`src/rtl/register_file_mp_pkg.sv`:
```
// Shared types and default sizing for the multi-read-port register file.
// The top level and its read ports import this package.
package regfile_pkg;

   typedef enum logic {
      RF_SCRUB = 1'b0,
      RF_READY = 1'b1
   } rf_state_t;

   localparam int DEFAULT_REG_SIZE  = 32;
   localparam int DEFAULT_ADDR_SIZE = 4;
   localparam int DEFAULT_NUM_RD    = 2;
   localparam int DEFAULT_PC_INDEX  = 15;

endpackage

```
`src/rtl/register_file_read_port.sv`:
```
// One registered read port: PC alias beats write bypass, which beats the array word.
// The output holds when the port is not strobed or the file is still scrubbing.
module register_file_read_port
   import regfile_pkg::*;
#(
   parameter int REG_SIZE  = DEFAULT_REG_SIZE,
   parameter int ADDR_SIZE = DEFAULT_ADDR_SIZE,
   parameter int HAS_PC    = 1,
   parameter int PC_INDEX  = DEFAULT_PC_INDEX
) (
   input  logic                 clk,
   input  logic                 nreset,
   input  logic                 ready,
   input  logic                 rd_en,
   input  logic [ADDR_SIZE-1:0] rd_addr,
   input  logic                 wr_en,
   input  logic [ADDR_SIZE-1:0] wr_addr,
   input  logic [REG_SIZE-1:0]  wr_data,
   input  logic [REG_SIZE-1:0]  pc_in,
   input  logic [REG_SIZE-1:0]  mem_word,
   output logic [REG_SIZE-1:0]  rd_data
);

   localparam logic [ADDR_SIZE-1:0] PC_ADDR = ADDR_SIZE'(PC_INDEX);

   logic [REG_SIZE-1:0] next_data;

   always_comb begin
      next_data = mem_word;
      if ((HAS_PC != 0) && (rd_addr == PC_ADDR)) begin
         next_data = pc_in;
      end else if (wr_en && (wr_addr == rd_addr)) begin
         next_data = wr_data;
      end
   end

   always_ff @(posedge clk or negedge nreset) begin
      if (!nreset) begin
         rd_data <= '0;
      end else if (ready && rd_en) begin
         rd_data <= next_data;
      end
   end

endmodule

```
`src/rtl/register_file_mp.sv`:
```
// Register file with NUM_RD registered read ports, one bypassed write port, optional PC alias.
// Storage has no reset; a scrub FSM zeroes every entry after reset before ready rises.
module register_file_mp
   import regfile_pkg::*;
#(
   parameter int REG_SIZE  = DEFAULT_REG_SIZE,
   parameter int ADDR_SIZE = DEFAULT_ADDR_SIZE,
   parameter int NUM_RD    = DEFAULT_NUM_RD,
   parameter int HAS_PC    = 1,
   parameter int PC_INDEX  = DEFAULT_PC_INDEX
) (
   input  logic                          clk,
   input  logic                          nreset,
   input  logic [NUM_RD-1:0]             rd_en,
   input  logic [NUM_RD*ADDR_SIZE-1:0]   rd_addr,
   output logic [NUM_RD*REG_SIZE-1:0]    rd_data,
   input  logic                          wr_en,
   input  logic [ADDR_SIZE-1:0]          wr_addr,
   input  logic [REG_SIZE-1:0]           wr_data,
   input  logic [REG_SIZE-1:0]           pc_in,
   output logic                          ready
);

   localparam int DEPTH = 2**ADDR_SIZE;
   localparam logic [ADDR_SIZE-1:0] LAST_IDX = ADDR_SIZE'(DEPTH-1);
   localparam logic [ADDR_SIZE-1:0] PC_ADDR  = ADDR_SIZE'(PC_INDEX);

   rf_state_t            state_q, state_d;
   logic [ADDR_SIZE-1:0] cnt_q, cnt_d;
   logic                 scrub_we;
   logic                 user_we;
   logic [REG_SIZE-1:0]  mem [DEPTH];

   always_ff @(posedge clk or negedge nreset) begin
      if (!nreset) begin
         state_q <= RF_SCRUB;
         cnt_q   <= '0;
      end else begin
         state_q <= state_d;
         cnt_q   <= cnt_d;
      end
   end

   always_comb begin
      state_d  = state_q;
      cnt_d    = cnt_q;
      scrub_we = 1'b0;
      case (state_q)
         RF_SCRUB: begin
            scrub_we = 1'b1;
            cnt_d    = cnt_q + 1'b1;
            if (cnt_q == LAST_IDX) begin
               state_d = RF_READY;
            end
         end
         RF_READY: begin
            state_d = RF_READY;
         end
         default: begin
            state_d = RF_SCRUB;
         end
      endcase
   end

   assign ready = (state_q == RF_READY);

   // The PC entry belongs to fetch, so writes aimed at it are discarded.
   assign user_we = ready && wr_en && !((HAS_PC != 0) && (wr_addr == PC_ADDR));

   always_ff @(posedge clk) begin
      if (scrub_we) begin
         mem[cnt_q] <= '0;
      end else if (user_we) begin
         mem[wr_addr] <= wr_data;
      end
   end

   for (genvar i = 0; i < NUM_RD; i++) begin : g_rd
      logic [REG_SIZE-1:0] mem_word;

      assign mem_word = mem[rd_addr[i*ADDR_SIZE +: ADDR_SIZE]];

      register_file_read_port #(
         .REG_SIZE (REG_SIZE),
         .ADDR_SIZE(ADDR_SIZE),
         .HAS_PC   (HAS_PC),
         .PC_INDEX (PC_INDEX)
      ) u_port (
         .clk     (clk),
         .nreset  (nreset),
         .ready   (ready),
         .rd_en   (rd_en[i]),
         .rd_addr (rd_addr[i*ADDR_SIZE +: ADDR_SIZE]),
         .wr_en   (wr_en),
         .wr_addr (wr_addr),
         .wr_data (wr_data),
         .pc_in   (pc_in),
         .mem_word(mem_word),
         .rd_data (rd_data[i*REG_SIZE +: REG_SIZE])
      );
   end

endmodule

```
`config.mk`:
```
export PLATFORM = sky130hd
export DESIGN_NAME = register_file_mp
export DESIGN_NICKNAME = d
export VERILOG_FILES = /design/src/rtl/register_file_mp_pkg.sv /design/src/rtl/register_file_read_port.sv /design/src/rtl/register_file_mp.sv
export SDC_FILE = /design/constraint.sdc
export NUM_CORES = 1
export LEC_CHECK = 0
export ABC_AREA = 1
export CORE_UTILIZATION = 45
export CTS_CLUSTER_SIZE = 14
export DETAILED_ROUTE_END_ITERATION = 6
export MAX_ROUTING_LAYER = met4
export PLACE_DENSITY_LB_ADDON = 0.3
export RECOVER_POWER = 50
export SYNTH_ARGS = -nofsm -noshare
export SYNTH_HDL_FRONTEND = slang
export SYNTH_HIERARCHICAL = 1
export SYNTH_SLANG_ARGS = --single-unit
```
`constraint.sdc`:
```
create_clock -name clk -period 3.9 [get_ports clk]
set_clock_uncertainty 0.2 [all_clocks]
set_input_delay 0.78 -clock clk [delete_from_list [all_inputs] [get_ports clk]]
set_output_delay 0.78 -clock clk [all_outputs]
set_load 0.05 [all_outputs]
```
==> out/qor.yml <==
timing:
  post-route-period-util_pct: 88.44
  timing.fmax_ghz: 0.2899
  tightest_slew_ns: 1.838
  worst_slack_ns: 0.4509
  slew_violations: 70
  hold_viol_final: 0
  fin_crit_ns: 3.449
  rsz0062_at_grt: "false"
  setup_viol: 0
  slew_headroom_pct: -22.53
  tns_ns: 0
  hold_ws_ns: 0.2685
power:
  p_int_uw: 10820
  ir_drop_v: 0.0002769
  power_frac_comb_pct: 15.2
  p_seq_share_pct: 46.0
  switching_power_uw: 4273
  p_clk_share_pct: 38.7
  leakagePower_uw: 0.01537
  powerDensity_mw_per_mm2: 425.3
  swShare_pct: 28.31
critical_path:
  worstPathArrival_ns: 3.45
  path_delay_family: "buffers and inverters"
  path_buf_inv: 2
  startpoint_type: "flip-flop"
  critPathSlowestCell: "dlymetal6s4s_1"
  crit_required_ns: 3.90
  reg2reg_depth: 4
  path_cells: "inv_1, nand4_1, nor2_4, dlymetal6s4s_1"
  max_stage_delay_ns: 1.20
  path_depth: 4
  worstSetupPathType: "reg2reg"
  critPathCaptureType: "flip-flop"
  cp_max_fo: 18
worst_hold_path:
  min_path_cells: 2
  hp-class: "reg2reg"
global_routing:
  grtUsageMet2_pct: 45.13
  grt_most_used_layer: "met2"
  grt_pass1_wl_mm: 154.6
  track_usage_pct: 29.88
  grt_max_degree: 124
  met1_usage_pct: 39.79
  overflow: 0
  met3_usage_pct: 5.666
  grt_pass1_vias: 25150
  antenna_found_initial: 3
detailed_routing:
  totalWireLength_mm: 102.4
  drc: 0
  post_drt_wl_per_cell_um: 22.05
  via_per_inst: 5.797
  drtAntennaViolNets: 0
  drt_iter0_markers: 3612
  vias: 26910
  dr.pass1.iters: 6
layout:
  multi_input_area_sq_mm: 0.01129
  nFillCells: 6236
  area_growth_pct: 14.01
  layout-drive-gt1-share_pct: 7.000
  finish.instance_area_sq_mm: 0.03550
  layout.nets: 3788
  seqCellArea_sq_mm: 0.01710
synth:
  syn-num-nets: 3733
  ys_ff_latch: 581
  netlist_top_cells_area: "edfxtp_1 (49%), nand2_1 (13%), nand3_1 (11%), o211ai_1 (5.6%), dfrtp_1 (5.5%)"
  synth_compound_area_share_pct: 6.418
  synth.cell_area_sq_mm: 0.03113
  syn_area_per_cell_sq_um: 8.528
  synth_fa_ha_area_share_pct: 0.04019
  yosysTopAreaCell: "edfxtp_1"
  seq_area_frac_synth_pct: 54.93
  yosysUniqueCellTypes: 31
  synth_top_family_by_area: "simple AND/OR/NAND/NOR gates"
  synth.top_cell.area_share_pct: 49.38
  synth-xor-area-share_pct: 0.08439
  yosysWarningCount: 6
  synth_cells: 3651
  synth-simple-area-share_pct: 29.33
  synthMuxAreaShare_pct: 0
placement:
  place_ws_ns: 0.2920
  dp_hpwl_mm: 63.67
  place_congestion: 0.9375
  port_buffers: 145
  dpl_cell_area_sq_mm: 0.03358
floorplan:
  io_pins: 146
  die_y_um: 265.0
  core_region_area_sq_mm: 0.06847
  rows: 96
  start_util_pct: 45.48
  die-area_sq_mm: 0.07024
  die_width_um: 265.0
clock_network:
  cts_tree: "built"
  path_clk_slew_ns: 0.05
  cts-root-buf: "clkbuf_16"
  cts.repair.resized: 0
  htree_levels: 3
  cts_inserted_buffers: 66
  cts_hold_buf: 0
  clock_latency_ns: 0.60
  cts.path.max_buffers: 3
  clkSinkCount: 581
  post_cts_buffers: 0
flow_run:
  max_cap_violations: 1
status:
  violations: "max-capacitance violations, max-slew violations"
  status: "finished with violations"
[flip-flops by register name, indices dropped and copies added, names as in the netlist]
register,flops
cnt_q,4
g_rd.u_port/rd_data,64
mem,512
ready,1
[cells by family after synthesis]
family | count (synthesis)
AND/OR/NAND/NOR | 2108
buffers and inverters | 678
flip-flops | 581
AO/OA/AOI/OAI | 280
XOR/XNOR | 3
adder cells (fa/ha/maj) | 1
[through the flow]
step	power [uW]	util (%)	instances
floorplan	8474	-	3651
global placement	9354	49.04	4520
detailed placement	9368	49.04	4520
CTS	15160	51.93	4639
global route	15500	51.84	4642
finish	15090	51.84	4642
[layout make-up]
| type | count | share of cell area, % |
|---|---|---|
| Antenna cell | 3 | 0.02115 |
| Clock buffer | 81 | 4.872 |
| Clock inverter | 38 | 0.7085 |
| Inverter | 418 | 4.452 |
| Multi-Input combinational cell | 2392 | 31.80 |
| Sequential cell | 581 | 48.18 |
| Tap cell | 882 | 3.109 |
| Timing Repair Buffer | 247 | 6.863 |
[cell usage after synthesis, drive strengths merged]
| library cell | count |
|---|---|
| a21oi | 22 |
| buf | 190 |
| clkbuf | 70 |
| clkinv | 1 |
| dfrtp | 69 |
| edfxtp | 512 |
| ha | 1 |
| inv | 417 |
| nand2 | 1078 |
| nand3 | 691 |
| nand3b | 1 |
| nand4 | 67 |
| nor2 | 236 |
| o211ai | 234 |
| o21ai | 24 |
| or2 | 35 |
| xnor2 | 1 |
| xor2 | 2 |
[worst register-to-register path: stages (launching register included)]
cell	delay, ns
dfrtp_1	0.55
inv_1	0.19
nand4_1	0.19
nor2_4	0.68
dlymetal6s4s_1	1.20
[final timing paths]
| kind | slack [ns] | end | from |
|---|---|---|---|
| max | 0.45 | mem[15][13] | ready |
| min | 0.27 | g_rd[1].u_port/rd_data[31] | g_rd[1].u_port/rd_data[31] |
| max reg2reg | 0.45 | mem[15][13] | ready |
| min reg2reg | 0.27 | g_rd[1].u_port/rd_data[31] | g_rd[1].u_port/rd_data[31] |
| max in group asynchronous | 1.94 | cnt_q[1] | nreset |
| min in group asynchronous | 0.47 | g_rd[0].u_port/rd_data[30] | nreset |
[placed cells by master, fill, tap and decap left out, types with 35 or more instances in the layout]
cell type / synthesis / routed
buf_4: 20 / 75
clkbuf_16: 0 / 67
clkdlybuf4s50_1: 0 / 75
dfrtp_1: 69 / 69
dlygate4sd3_1: 0 / 61
edfxtp_1: 512 / 512
inv_1: 405 / 403
nand2_1: 1075 / 1073
nand3_1: 685 / 687
nand4_1: 65 / 65
nor2_1: 232 / 216
o211ai_1: 234 / 234
or2_2: 35 / 35
[power by group through the flow]
stage | Combinational, uW | Sequential [uW] | Clock [uW]
after CTS | 2300 | 6950 | 5900
after global placement | 2280 | 7080 | 0
after global routing | 2440 | 6960 | 6100
final | 2300 | 6950 | 5850
after floorplan | 1070 | 7410 | 0
after detailed placement | 2290 | 7080 | 0
[metal layers]
layer / up-vias / wire (um)
met5: - / 0
met4: 0 / 4036
met3: 291 / 11570
met2: 1630 / 45680
met1: 12600 / 41080
li1: 12390 / -
(Power assumes the default switching activity.)
